## src/rtl/ddr3_burst_sched.sv

```systemverilog
// Burst scheduler for one MCB write port (p2) and one MCB read port (p3).
// Drains fixed-length bursts from an FWFT FIFO and replays them downstream in order.
module ddr3_burst_sched #(
  parameter int unsigned BURST_LEN = 64,
  parameter int unsigned BASE_ADDR = 0,
  parameter int unsigned MAX_ADDR  = 1024,
  parameter int unsigned PEND_W    = 8
) (
  input  logic              clk,
  input  logic              rst,
  input  logic              calib_done,
  input  logic              up_empty,
  input  logic              up_burst_rdy,
  input  logic [31:0]       up_data,
  output logic              up_rd_en,
  input  logic              rd_req,
  input  logic              rd_ready,
  output logic              rd_valid,
  output logic [31:0]       rd_data,
  output logic              p2_cmd_en,
  output logic [5:0]        p2_cmd_bl,
  output logic [29:0]       p2_cmd_byte_addr,
  input  logic              p2_cmd_full,
  output logic              p2_wr_en,
  output logic [31:0]       p2_wr_data,
  output logic [3:0]        p2_wr_mask,
  input  logic              p2_wr_full,
  output logic              p3_cmd_en,
  output logic [5:0]        p3_cmd_bl,
  output logic [29:0]       p3_cmd_byte_addr,
  input  logic              p3_cmd_full,
  output logic              p3_rd_en,
  input  logic [31:0]       p3_rd_data,
  input  logic              p3_rd_empty,
  output logic              busy,
  output logic [PEND_W-1:0] pending
);

  localparam logic [29:0]       STRIDE    = 30'(BURST_LEN * 4);
  localparam logic [29:0]       BASE30    = 30'(BASE_ADDR);
  localparam logic [30:0]       MAX31     = 31'(MAX_ADDR);
  localparam logic [6:0]        LAST_BEAT = 7'(BURST_LEN - 1);
  localparam logic [PEND_W-1:0] PEND_MAX  = '1;
  localparam logic [PEND_W-1:0] PEND_ONE  = PEND_W'(1);

  typedef enum logic [2:0] {
    IDLE,
    WR_DATA,
    WR_CMD,
    RD_CMD,
    RD_DATA
  } state_t;

  state_t            state_q, state_d;
  logic [29:0]       wr_addr_q, wr_addr_d;
  logic [29:0]       rd_addr_q, rd_addr_d;
  logic [6:0]        beat_q, beat_d;
  logic [PEND_W-1:0] pending_q, pending_d;
  logic              last_wr_q, last_wr_d;
  logic              wr_ok, rd_ok;

  // Ring-buffer advance; the sum is taken one bit wider so the wrap test cannot overflow.
  function automatic logic [29:0] next_addr(input logic [29:0] a);
    logic [30:0] s;
    s = {1'b0, a} + {1'b0, STRIDE};
    next_addr = (s >= MAX31) ? BASE30 : s[29:0];
  endfunction

  always_ff @(posedge clk) begin
    if (rst) begin
      state_q   <= IDLE;
      wr_addr_q <= BASE30;
      rd_addr_q <= BASE30;
      beat_q    <= '0;
      pending_q <= '0;
      last_wr_q <= 1'b0;
    end else begin
      state_q   <= state_d;
      wr_addr_q <= wr_addr_d;
      rd_addr_q <= rd_addr_d;
      beat_q    <= beat_d;
      pending_q <= pending_d;
      last_wr_q <= last_wr_d;
    end
  end

  always_comb begin
    state_d   = state_q;
    wr_addr_d = wr_addr_q;
    rd_addr_d = rd_addr_q;
    beat_d    = beat_q;
    pending_d = pending_q;
    last_wr_d = last_wr_q;
    wr_ok     = 1'b0;
    rd_ok     = 1'b0;
    p2_wr_en  = 1'b0;
    p2_cmd_en = 1'b0;
    p3_cmd_en = 1'b0;
    p3_rd_en  = 1'b0;

    case (state_q)
      IDLE: begin
        wr_ok = calib_done & up_burst_rdy & (pending_q != PEND_MAX);
        rd_ok = calib_done & rd_req & (pending_q != '0);
        // On contention the side not served last wins.
        if (wr_ok && (!rd_ok || !last_wr_q)) begin
          state_d = WR_DATA;
        end else if (rd_ok) begin
          state_d = RD_CMD;
        end
      end

      WR_DATA: begin
        p2_wr_en = ~up_empty & ~p2_wr_full;
        if (p2_wr_en) begin
          if (beat_q == LAST_BEAT) begin
            beat_d  = '0;
            state_d = WR_CMD;
          end else begin
            beat_d = beat_q + 7'd1;
          end
        end
      end

      WR_CMD: begin
        p2_cmd_en = ~p2_cmd_full;
        if (p2_cmd_en) begin
          wr_addr_d = next_addr(wr_addr_q);
          pending_d = pending_q + PEND_ONE;
          last_wr_d = 1'b1;
          state_d   = IDLE;
        end
      end

      RD_CMD: begin
        p3_cmd_en = ~p3_cmd_full;
        if (p3_cmd_en) begin
          rd_addr_d = next_addr(rd_addr_q);
          pending_d = pending_q - PEND_ONE;
          state_d   = RD_DATA;
        end
      end

      RD_DATA: begin
        p3_rd_en = ~p3_rd_empty & rd_ready;
        if (p3_rd_en) begin
          if (beat_q == LAST_BEAT) begin
            beat_d    = '0;
            last_wr_d = 1'b0;
            state_d   = IDLE;
          end else begin
            beat_d = beat_q + 7'd1;
          end
        end
      end

      default: state_d = IDLE;
    endcase
  end

  assign up_rd_en         = p2_wr_en;
  assign p2_wr_data       = up_data;
  assign p2_wr_mask       = '0;
  assign p2_cmd_bl        = 6'(BURST_LEN - 1);
  assign p2_cmd_byte_addr = wr_addr_q;
  assign p3_cmd_bl        = 6'(BURST_LEN - 1);
  assign p3_cmd_byte_addr = rd_addr_q;
  assign rd_valid         = p3_rd_en;
  assign rd_data          = p3_rd_data;
  assign busy             = (state_q != IDLE);
  assign pending          = pending_q;

endmodule

```

## config.mk

```make
export PLATFORM = sky130hd
export DESIGN_NAME = ddr3_burst_sched
export DESIGN_NICKNAME = d
export VERILOG_FILES = /design/src/rtl/ddr3_burst_sched.sv
export SDC_FILE = /design/constraint.sdc
export NUM_CORES = 1
export LEC_CHECK = 0
export CAP_MARGIN = 15
export CORE_MARGIN = 4
export CORE_UTILIZATION = 42
export CTS_BUF_LIST = sky130_fd_sc_hd__clkbuf_8
export CTS_CLUSTER_DIAMETER = 120
export DETAILED_ROUTE_END_ITERATION = 8
export MAX_ROUTING_LAYER = met4
export PLACE_DENSITY = 0.95
export SYNTH_ARGS = -nofsm -noshare
export SYNTH_HDL_FRONTEND = slang
export SYNTH_SLANG_ARGS = --single-unit
export TNS_END_PERCENT = 1
```

## constraint.sdc

```tcl
create_clock -name clk -period 5.3 [get_ports clk]
set_input_delay 1.06 -clock clk [delete_from_list [all_inputs] [get_ports clk]]
set_output_delay 1.06 -clock clk [all_outputs]
set_load 0.005 [all_outputs]
```

Yosys cells after proc, flatten, opt, wreduce, memory -nomap -nowiden
Index checks and enable logic that the tools add are counted.
{"block": "word_totals", "reg_bits": 79, "in_bits": 75, "output_inout_bits": 155, "word_cells": 79}
{"block": "op_classes", "addsub": 5, "n_lt_le_gt_ge": 2, "n_eq_ne": 13, "mux": 26, "bitwise": 11, "reduce_logical": 16}
{"op": "30-bit by 9-bit adder with 31-bit output (second input constant)", "n": 2}
{"op": "31-bit by 11-bit >= comparator with 1-bit output (second input constant)", "n": 2}
{"op": "30-bit two-way mux", "n": 2}
{"op": "3-bit two-way mux", "n": 8}
{"op": "7-bit two-way mux", "n": 3}
{"op": "8-bit two-way mux", "n": 2}
{"op": "8-bit one-hot mux with 2 select lines", "n": 1}
{"op": "3-bit one-hot mux with 5 select lines", "n": 1}
{"op": "7-bit one-hot mux with 2 select lines", "n": 1}
{"op": "2-bit != test (second input constant)", "n": 6}
{"op": "8-bit by 1-bit adder with 8-bit output (second input constant)", "n": 1}
{"op": "8-bit != test (second input constant)", "n": 1}
{"op": "8-bit nonzero test", "n": 1}
{"op": "8-bit by 1-bit subtractor with 8-bit output (second input constant)", "n": 1}
{"op": "7-bit by 1-bit adder with 7-bit output (second input constant)", "n": 1}
{"op": "7-bit by 6-bit == test with 1-bit output (second input constant)", "n": 1}
{"op": "1-bit two-way mux", "n": 7}
{"op": "7-bit AND reduction", "n": 1}
{"op": "1-bit bitwise AND", "n": 6}
{"op": "3-bit by 2-bit == test with 1-bit output (second input constant)", "n": 2}
{"op": "3-bit AND reduction", "n": 2}
{"op": "2-bit nonzero test", "n": 3}
{"op": "1-bit inverter", "n": 5}
{"op": "2-bit AND reduction", "n": 2}
{"op": "other kinds (10)", "n": 11}

Longest topological paths before layout
Gate-level depths: netlist (run 1).
{"block": "logic_depth", "word_depth": 7, "ltp_mapped": 10, "depth_no_buf": 9}

Worst setup path after synthesis (run 1)
OpenSTA, ideal clock, no wires.
{"block": "synth_timing", "path_type": "input -> output", "start": "in p2_wr_full", "end": "out up_rd_en", "t_arrival_ns": 1.464, "required_time_ns": 4.240, "path_slack_ns": 2.776, "stages": 3, "n_path_buf": 1, "cell_sequence": "nor2_1 and3_1 buf_4"}
{"block": "synth_via", "elab_chain_len": 3}
{"element": "start: declaration", "line": "27", "source": "input logic p2_wr_full,"}
{"element": "1-bit inverter", "line": "114", "source": "p2_wr_en = ~up_empty & ~p2_wr_full;"}
{"element": "1-bit bitwise AND", "line": "114"}
{"element": "1-bit two-way mux", "line": "101", "source": "case (state_q)"}
{"element": "end: declaration", "line": "15", "source": "output logic up_rd_en,"}
Every way passes these cells.

Worst setup path after layout (run 1)
{"block": "layout_timing", "start": "in p2_cmd_full", "end": "out p2_cmd_en"}
{"block": "layout_via", "elab_chain_len": 2}
{"element": "start: declaration", "line": "23", "source": "input logic p2_cmd_full,"}
{"element": "1-bit inverter (no source line)"}
{"element": "1-bit two-way mux", "line": "101"}
{"element": "end: declaration", "line": "20", "source": "output logic p2_cmd_en,"}
Every way passes these cells.

==> impl_results.md, run 1 <==
* Std cell rows at 35
* Worst min path class: flop to flop
* CTS tree: done
* Ant. Diodes at 0
* Area leader, netlist: dfxtp_1
* Run status: finished clean
* PortBufs at 69
* Fill count at 867
* Number of clock sinks at 63
* Die Ht at 105 um
* Relative slew slack at 22.8%
* Clk_skew at 12.9 ps
* Total GRT Usage at 16.6%
* Vias per inst at 5.42
* DRT Pass-1 Iters at 4
* Uppermost layer routed: met4
* Worst-Skew Late Latency at 340 ps
* Ys flop type: dfxtp_1
* CTS H-Tree Depth at 3
* Vias in the first global route at 3,013
* Fin crit share at 69.8%
* Number of enable flip-flop cells after synthesis at 0
* Pwr/cell area at 227 nW/um^2
* Post-Route Hold Slack at 467 ps
* CTS root buf: clkbuf_8
* Sequential share of the synthesized area at 31.9%
* R2r endpoint: pending[7]
* Syn Inst Count at 464
* DIE WIDTH at 105 um
* Setup Viol. Count Final at 0
* Worst path required time at 4240 ps
* Drt wl/cell at 15.6 um
* Clock Tree Buf Depth at 2
* Post-Synthesis Cell Area at 3950 sq um
* Hold buffer count at CTS at 0
* FF+latch area at 1260 sq um
* DRT iter0 DRCs at 99
* Number of I/O pins at 230
* Crit path max fanout at 9
* Min-Delay Path Depth at 2
* VDD IR max at 138 uV
* Top-area cell type share of the netlist area at 31.9%
* RR Startpoint: state_q[0]
* Met3 WL at 682 um
* Worst r2r path cells at 9
* Starting Density at 42.9%
* # DRC at 0
* Syn_area_per_cell at 8.51 sq um
* Least-Margin Pin Slew at 1150 ps
* Total grt overflow at 0
* Total core area at 9200 sq um
* P_leak at 0.00164 uW
* Final Max Tran Viols at 0
* CTS buffer count at 9
* Global-route wire length before repair at 14,700 um
* Antenna-violating nets left at 0
* Commonest non-fill, non-tap cell in the layout: clkdlybuf4s50_1
* Worst reg-to-reg setup slack at 2590 ps
* Final hold violations at 0
* Worst Setup EP: p2_cmd_en
* Synth cell types at 63
* Worst Setup Start Kind: input port
* Post-CTS sizing at 0
* Vias at 3,160
* Post-CTS Setup Bufs at 0
* Worst-path clk slew at 70 ps
* Fin crit period at 3700 ps
* #FFs+latches synth at 63
* Metal2 WL at 4690 um
* RePlAce Congestion at 0.849
* Dpl hpwl at 6960 um
* FFs w/ async S/R, synth at 0%
* RSZ-0062 raised after global routing: no
* CP startpoint: p2_cmd_full
* Detailed Route WL at 9090 um
* Die footprint at 11,000 sq um
* Top post-synthesis cells by area: dfxtp_1 (32%), buf_4 (19%), and2_1 (6.3%)
* Area growth syn-to-layout at 9.95%
* Layout cells sized above 1 at 6.78%
* Largest net degree at the start of global routing at 26
* Worst setup EP type: output port
* Worst Setup Path Type: input port to output port
* Max Fclk at 0.270 GHz
* CP arrival at 2640 ps
* Most frequent cells in the layout: clkdlybuf4s50_1 (69), dfxtp_1 (63), and2_1 (40), nor2_1 (37), conb_1 (32)
* Multi-input logic area at 1990 sq um
* Met1 WL at 3620 um
* Max-Cap Viols at 0
* Final #Nets at 553
* Setup TNS at 0 ps
* Initial antenna violation count at 0
* Yosys warns at 0
==> cell families (layout without fill, tap and decap cells) <==
logic type	after synthesis	in the layout	share of synthesized area (%)
AND/OR/NAND/NOR	188	188	27.5
buffers and inverters	118	96	20.6
flip-flops	63	63	31.9
AO/OA/AOI/OAI	62	62	11.5
XOR/XNOR	15	15	3.33
adder cells (fa/ha/maj)	11	11	3.68
multiplexers	5	5	1.30
other	2	32	0.190
==> cell usage after synthesis (all sizes together) (4+ instances only) <==
cell type,number
inv,11
xnor2,8
nand3,14
nand2,20
and2,41
o211ai,5
nor4,11
clkbuf,8
nor2,37
nor3,11
ha,10
dfxtp,63
or3,8
nand4,16
a21oi,15
nand3b,5
or4,5
xor2,7
mux2i,4
and3,4
o21ai,7
buf,99
nor2b,4
==> final cells by class <==
cell class	count	area share, %
clock buffers	9	2.85
clock inverters	7	2.25
inverters	11	0.951
multi-input cells	313	45.8
flip-flops and latches	63	29.1
well taps	111	3.20
repair buffers	69	15.9
==> state kept, by name, summed over array words and instances, names as in the netlist <==
register / cells
last_wr_q: 1
p2_cmd_byte_addr: 22
p3_cmd_byte_addr: 22
beat_q: 7
pending: 8
state_q: 3
==> layer usage <==
metal  global-route usage, %  up-vias
met2                    28.8      147
met3                    5.31       20
met5                       -        -
met1                    18.0     1468
met4                    5.25        0
li1                        -     1525
==> critical path, cell delays in order <==
cell	delay, ps
clkdlybuf4s50_1	470
nor4b_4	480
clkdlybuf4s50_1	630
==> metrics by stage <==
| stage | utilization [%] | area, sq um | cells | setup WS (ps) | power (uW) |
|---|---|---|---|---|---|
| 2_1_floorplan | - | 4060 | 494 | 2780 | 571 |
| 3_3_place_gp | 44.8 | 4120 | 567 | 1600 | 531 |
| 3_5_place_dp | 44.8 | 4120 | 567 | 1570 | 533 |
| 4_1_cts | 47.2 | 4340 | 583 | 1570 | 1000 |
| 5_1_grt | 47.2 | 4340 | 583 | 1480 | 1030 |
| 6_report | 47.2 | 4340 | 583 | 1600 | 987 |
==> power by group <==
group,internal [uW],total (uW),leakage (uW),switching (uW)
Sequential,475,480,0.000508,4.30
Clock,265,465,0.000105,199
Combinational,18.2,42.9,0.00103,24.7
==> worst min path at each step <==
stage	start	to	slack (ps)
finish	beat_q[6]	beat_q[6]	470
global route	beat_q[6]	beat_q[6]	490
CTS	beat_q[6]	beat_q[6]	470
detailed placement	beat_q[6]	beat_q[6]	460
global placement	beat_q[6]	beat_q[6]	430
floorplan	beat_q[6]	beat_q[6]	420
(Power assumes the default switching activity.)
==> run 2: changes to the inputs <==
--- a/config.mk
+++ b/config.mk
@@ -7,12 +7,12 @@
 export LEC_CHECK = 0
 export CAP_MARGIN = 15
 export CORE_MARGIN = 4
-export CORE_UTILIZATION = 42
+export CORE_UTILIZATION = 39
 export CTS_BUF_LIST = sky130_fd_sc_hd__clkbuf_8
 export CTS_CLUSTER_DIAMETER = 120
 export DETAILED_ROUTE_END_ITERATION = 8
 export MAX_ROUTING_LAYER = met4
-export PLACE_DENSITY = 0.95
+export PLACE_DENSITY = 0.94
 export SYNTH_ARGS = -nofsm -noshare
 export SYNTH_HDL_FRONTEND = slang
 export SYNTH_SLANG_ARGS = --single-unit
==> constraint.sdc (replaced) <==
create_clock -name clk -period 3.75 [get_ports clk]
set_input_delay 0.75 -clock clk [delete_from_list [all_inputs] [get_ports clk]]
set_output_delay 0.75 -clock clk [all_outputs]
set_load 0.005 [all_outputs]
==> run 2 against run 1 <==
Net effect:
- final area grew 1.2%
- count of clock-buffer cells in the layout is the same
- first-iteration DRC count rose by 15%
- wire length grew 7.9%
- die area grew 7.1%
- clock power rose by 41%
- total power increased by 42%
- final cell count increased by 4.3%
- clock skew fell by 7.8 ps
- critical path type is now flop to output port
- global-route usage grew 0.29 points
==> impl_results.md, run 2 (synthesized netlist as in run 1, its figures left out) <==
* Final Max Tran Viols at 0 (unchanged)
* Total grt overflow at 0 (unchanged)
* Vias in the first global route at 3,129 (was 3,013)
* Most frequent cells in the layout: clkdlybuf4s50_1 (69), dfxtp_1 (63), and2_1 (40), nor2_1 (37), conb_1 (32) (unchanged)
* Dpl hpwl at 7430 um (was 6960 um)
* Worst Setup Path Type: flop to output port (was input port to output port)
* Final #Nets at 556 (was 553)
* Run status: finished clean (unchanged)
* Multi-input logic area at 1990 sq um (unchanged)
* Fin crit share at 77.3%
* Fin crit period at 2900 ps
* Setup Viol. Count Final at 0 (unchanged)
* RePlAce Congestion at 0.829 (was 0.849)
* Std cell rows at 36 (was 35)
* Least-Margin Pin Slew at 904 ps (was 1150 ps)
* Pwr/cell area at 319 nW/um^2 (was 227 nW/um^2)
* Worst setup EP type: output port (unchanged)
* DRT Pass-1 Iters at 4 (unchanged)
* Starting Density at 40.2% (was 42.9%)
* Commonest non-fill, non-tap cell in the layout: clkdlybuf4s50_1 (unchanged)
* CTS root buf: clkbuf_8 (unchanged)
* Max Fclk at 0.345 GHz
* Worst-path clk slew at 70 ps (about the same)
* CP arrival at 2150 ps (was 2640 ps)
* P_leak at 0.00166 uW (was 0.00164 uW)
* Design area at 4390 sq um (was 4340 sq um)
* DIE WIDTH at 109 um (was 105 um)
* DRT iter0 DRCs at 114 (was 99)
* Worst Setup Start Kind: flop (was input port)
* Worst-Skew Late Latency at 340 ps (about the same)
* Hold buffer count at CTS at 0 (unchanged)
* Total GRT Usage at 16.9% (was 16.6%)
* RSZ-0062 raised after global routing: no (unchanged)
* PortBufs at 69 (unchanged)
* Setup TNS at 0 ps (unchanged)
* Tot Pwr at 1400 uW (was 987 uW)
* Fill count at 948 (was 867)
* Final hold violations at 0 (unchanged)
* Post-CTS Setup Bufs at 0 (unchanged)
* Largest net degree at the start of global routing at 23 (was 26)
* Max-Cap Viols at 0 (unchanged)
* Crit path max fanout at 11 (was 9)
* Ant. Diodes at 0 (unchanged)
* Placed cell area at 4160 sq um (was 4120 sq um)
* Area growth syn-to-layout at 11.3% (was 9.95%)
* Drt wl/cell at 16.1 um (was 15.6 um)
* Detailed Route WL at 9810 um (was 9090 um)
* Clk_skew at 5.11 ps (was 12.9 ps)
* Relative slew slack at 39.5% (was 22.8%)
* Layout cells sized above 1 at 7.37% (was 6.78%)
* Initial antenna violation count at 0 (unchanged)
* # DRC at 0 (unchanged)
* CTS H-Tree Depth at 3 (unchanged)
* Clock Tree Buf Depth at 2 (unchanged)
* Total core area at 9820 sq um (was 9200 sq um)
* Worst min path class: flop to flop (unchanged)
* Post-CTS sizing at 0 (unchanged)
* VDD IR max at 330 uV (was 138 uV)
* Number of I/O pins at 230 (unchanged)
* Number of clock sinks at 63 (unchanged)
* Antenna-violating nets left at 0 (unchanged)
* CTS tree: done (unchanged)
* Die Ht at 109 um (was 105 um)
* Vias per inst at 5.27 (was 5.42)
* FF+latch area at 1260 sq um (unchanged)
* Vias at 3,203 (was 3,160)
* Worst path required time at 3000 ps (was 4240 ps)
* Global-route wire length before repair at 15,400 um (was 14,700 um)
* Die footprint at 11,800 sq um (was 11,000 sq um)
* CTS buffer count at 9 (unchanged)
run 2: cell count changes in the layout (fill, tap and decap cells not counted), sizes merged:
cell / before / now
buf: 0 / 3
run 2: cell type report:
class	instances	share of cell area [%]
timing repair buffer	72	16.3
clock buffer	9	2.82
tap	133	3.79
inverter	11	0.940
multi-input combinational	313	45.2
clock inverter	7	2.22
sequential	63	28.7
run 2: per-layer routing:
layer | routed length, um | up-vias | track usage (%)
li1 | - | 1521 | -
met1 | 3660 | 1497 | 17.1
met2 | 5080 | 146 | 29.5
met3 | 789 | 39 | 5.73
met4 | 271 | 0 | 7.39
met5 | 0 | - | -
run 2: worst max-delay path: stages, from the launching register on:
cell and delay (ps):
dfxtp_1 590, nand3b_1 250, nor2_1 390, clkdlybuf4s50_1 580
run 2: final timing paths:
| check | start | endpoint | slack (ps) | cells past startpoint |
|---|---|---|---|---|
| setup / recovery | state_q[0] | p3_cmd_en | 850 | 3 |
| hold / removal | beat_q[6] | beat_q[6] | 460 | 2 |
| setup reg to reg | state_q[0] | pending[6] | 980 | 9 |
| hold reg to reg | beat_q[6] | beat_q[6] | 460 | 2 |
run 2: metrics by stage:
stage	hold slack, ps	instances	util, %	setup slack (ps)
after detailed placement	440	591	42.4	862
final	459	608	44.8	849
after global routing	506	608	44.8	696
after CTS	458	607	44.6	809
after floorplan	421	494	-	1460
after global placement	433	591	42.4	897
run 2: power by group:
| group | switching [uW] | leakage [uW] | internal [uW] |
|---|---|---|---|
| Combinational | 36.3 | 0.00105 | 27.9 |
| Sequential | 6.55 | 0.000508 | 672 |
| Clock | 282 | 0.000105 | 375 |
| Total | 325 | 0.00166 | 1070 |
==> run 3: changes to the inputs <==
--- a/config.mk
+++ b/config.mk
@@ -7,12 +7,12 @@
 export LEC_CHECK = 0
 export CAP_MARGIN = 15
 export CORE_MARGIN = 4
-export CORE_UTILIZATION = 39
+export CORE_UTILIZATION = 36
 export CTS_BUF_LIST = sky130_fd_sc_hd__clkbuf_8
 export CTS_CLUSTER_DIAMETER = 120
 export DETAILED_ROUTE_END_ITERATION = 8
 export MAX_ROUTING_LAYER = met4
-export PLACE_DENSITY = 0.94
+export PLACE_DENSITY = 0.92
 export SYNTH_ARGS = -nofsm -noshare
 export SYNTH_HDL_FRONTEND = slang
 export SYNTH_SLANG_ARGS = --single-unit
==> constraint.sdc (replaced) <==
create_clock -name clk -period 2.5 [get_ports clk]
set_input_delay 0.5 -clock clk [delete_from_list [all_inputs] [get_ports clk]]
set_output_delay 0.5 -clock clk [all_outputs]
set_load 0.005 [all_outputs]
==> run 3 against run 2 <==
Net effect:
- critical path depth rose by 6
- total power rose by 45%
- final area rose by 1.3%
- worst setup slack got worse by 690 ps
- sequential share of layout area fell by 0.38 points
- hold slack got worse by 4.3 ps
- die area rose by 7.7%
- wire length fell by 4.1%
- sequential power rose by 49%
- clock skew rose by 5.6 ps
- critical endpoint is now pending[6]
- largest cell class unchanged
==> impl_results.md, run 3 (synthesized netlist as in run 1, its figures left out) <==
* Max Fclk at 0.427 GHz
* Std cell rows at 37 (was 36)
* DRT Pass-1 Iters at 4 (unchanged)
* Fin crit period at 2340 ps
* RSZ-0062 raised after global routing: no (unchanged)
* Commonest non-fill, non-tap cell in the layout: clkdlybuf4s50_1 (unchanged)
* Dpl hpwl at 7060 um (was 7430 um)
* P_leak at 0.00172 uW (was 0.00166 uW)
* Worst-Skew Late Latency at 330 ps (was 340 ps)
* Initial antenna violation count at 0 (unchanged)
* Post-CTS Setup Bufs at 0 (unchanged)
* Worst Setup Start Kind: flop (unchanged)
* Most frequent cells in the layout: clkdlybuf4s50_1 (69), dfxtp_1 (63), and2_1 (40), nor2_1 (37), conb_1 (32) (unchanged)
* Total grt overflow at 0 (unchanged)
* RR Startpoint: state_q[2] (was state_q[0])
* Fill count at 1,020 (was 948)
* Largest net degree at the start of global routing at 25 (was 23)
* Number of clock sinks at 63 (unchanged)
* Run status: finished clean (unchanged)
* Pwr/cell area at 457 nW/um^2 (was 319 nW/um^2)
* Worst-path clk slew at 80 ps (was 70 ps)
* Vias in the first global route at 3,061 (was 3,129)
* Die footprint at 12,700 sq um (was 11,800 sq um)
* Vias at 3,206 (was 3,203)
* CTS H-Tree Depth at 3 (unchanged)
* CP startpoint: state_q[2] (was state_q[0])
* Clk_skew at 10.7 ps (was 5.11 ps)
* Clk network pwr share at 45.0% (was 46.9%)
* Area growth syn-to-layout at 12.8% (was 11.3%)
* Worst Setup Path Type: flop to flop (was flop to output port)
* Worst setup EP type: flop (was output port)
* DRT iter0 DRCs at 163 (was 114)
* Starting Density at 37.6% (was 40.2%)
* CTS root buf: clkbuf_8 (unchanged)
* Final hold violations at 0 (unchanged)
* Ant. Diodes at 0 (unchanged)
* Least-Margin Pin Slew at 858 ps (was 904 ps)
* Final #Nets at 565 (was 556)
* Antenna-violating nets left at 0 (unchanged)
* CTS buffer count at 9 (unchanged)
* Fin crit share at 93.6%
* Multi-input logic area at 2000 sq um (was 1990 sq um)
* Clock Tree Buf Depth at 2 (unchanged)
* Met3 WL at 587 um (was 789 um)
* Worst slack at placement at 180 ps (was 862 ps)
* Hold buffer count at CTS at 0 (unchanged)
* Final Max Tran Viols at 0 (unchanged)
* DIE WIDTH at 113 um (was 109 um)
* Internal power at 1530 uW (was 1070 uW)
* Fin worst setup slack at 159 ps (was 849 ps)
* Max-Cap Viols at 0 (unchanged)
* Uppermost layer routed: met4 (unchanged)
* Layout cells sized above 1 at 9.30% (was 7.37%)
* Drt wl/cell at 15.2 um (was 16.1 um)
* Detailed Route WL at 9410 um (was 9810 um)
* Total core area at 10,500 sq um (was 9820 sq um)
* Die Ht at 113 um (was 109 um)
* FF+latch area at 1260 sq um (unchanged)
* RePlAce Congestion at 0.846 (was 0.829)
* Metal2 WL at 4570 um (was 5080 um)
* Total GRT Usage at 14.5% (was 16.9%)
* HP Start: beat_q[6] (unchanged)
* Crit path max fanout at 6 (was 11)
* Worst path required time at 2770 ps (was 3000 ps)
* Number of I/O pins at 230 (unchanged)
* Psw at 508 uW (was 325 uW)
* Global-route wire length before repair at 14,800 um (was 15,400 um)
* CP arrival at 2610 ps (was 2150 ps)
* Sw frac at 25.0% (was 23.2%)
* Power share of the combinational group at 5.2% (was 4.6%)
* Setup Viol. Count Final at 0 (unchanged)
* Worst min path class: flop to flop (unchanged)
* Met1 WL at 3700 um (was 3660 um)
* Relative slew slack at 42.6% (was 39.5%)
* Setup TNS at 0 ps (unchanged)
* VDD IR max at 223 uV (was 330 uV)
* Register share of total power at 49.8% (was 48.5%)
* PortBufs at 69 (unchanged)
* # DRC at 0 (unchanged)
* Vias per inst at 5.17 (was 5.27)
* CTS tree: done (unchanged)
[run 3: critical path, stage by stage (launching register included)]
cell      delay [ps]
dfxtp_1          310
nand3b_1         160
inv_1            190
ha_1             300
nor2b_1          160
o21ai_0          230
a21boi_0         160
o21a_1           200
or4_1            470
nand3_1           90
[run 3: layout make-up]
type,instances,area share (%)
multi-input cells,313,44.9
flip-flops and latches,63,28.3
repair buffers,81,17.5
well taps,136,3.82
clock buffers,9,2.78
clock inverters,7,1.74
inverters,11,0.927
[run 3: final timing paths]
| kind | end | cells after the start | slack (ps) |
|---|---|---|---|
| max | pending[6] | 9 | 160 |
| max reg2reg | pending[6] | 9 | 160 |
| min reg2reg | beat_q[6] | 2 | 450 |
| min | beat_q[6] | 2 | 450 |
[run 3: timing repair]
action,CTS,global route
hold endpoints to repair,0,0
gates resized for setup,0,2
endpoints found under the setup margin,0,3
[run 3: power by group through the flow]
stage | combinational, uW | clock (uW) | sequential (uW)
3_5_place_dp | 104 | 0 | 1040
4_1_cts | 105 | 949 | 1010
3_3_place_gp | 102 | 0 | 1040
5_1_grt | 119 | 989 | 1010
6_report | 106 | 916 | 1010
2_1_floorplan | 175 | 0 | 1040
[run 3: layer usage]
metal / GRT usage [%] / up-vias
met5: - / -
met4: 9.21 / 0
met3: 2.99 / 54
met2: 23.8 / 115
met1: 16.1 / 1489
li1: - / 1548
[run 3: stage by stage]
stage | utilization, % | power [uW] | cells | cell area [sq um] | hold WS, ps
final | 42.4 | 2030 | 620 | 4450 | 455
after global placement | 40.4 | 1140 | 604 | 4240 | 433
after detailed placement | 40.4 | 1140 | 604 | 4240 | 437
after floorplan | - | 1210 | 494 | 4060 | 421
after global routing | 42.4 | 2120 | 620 | 4450 | 474
after CTS | 42.3 | 2070 | 620 | 4440 | 454
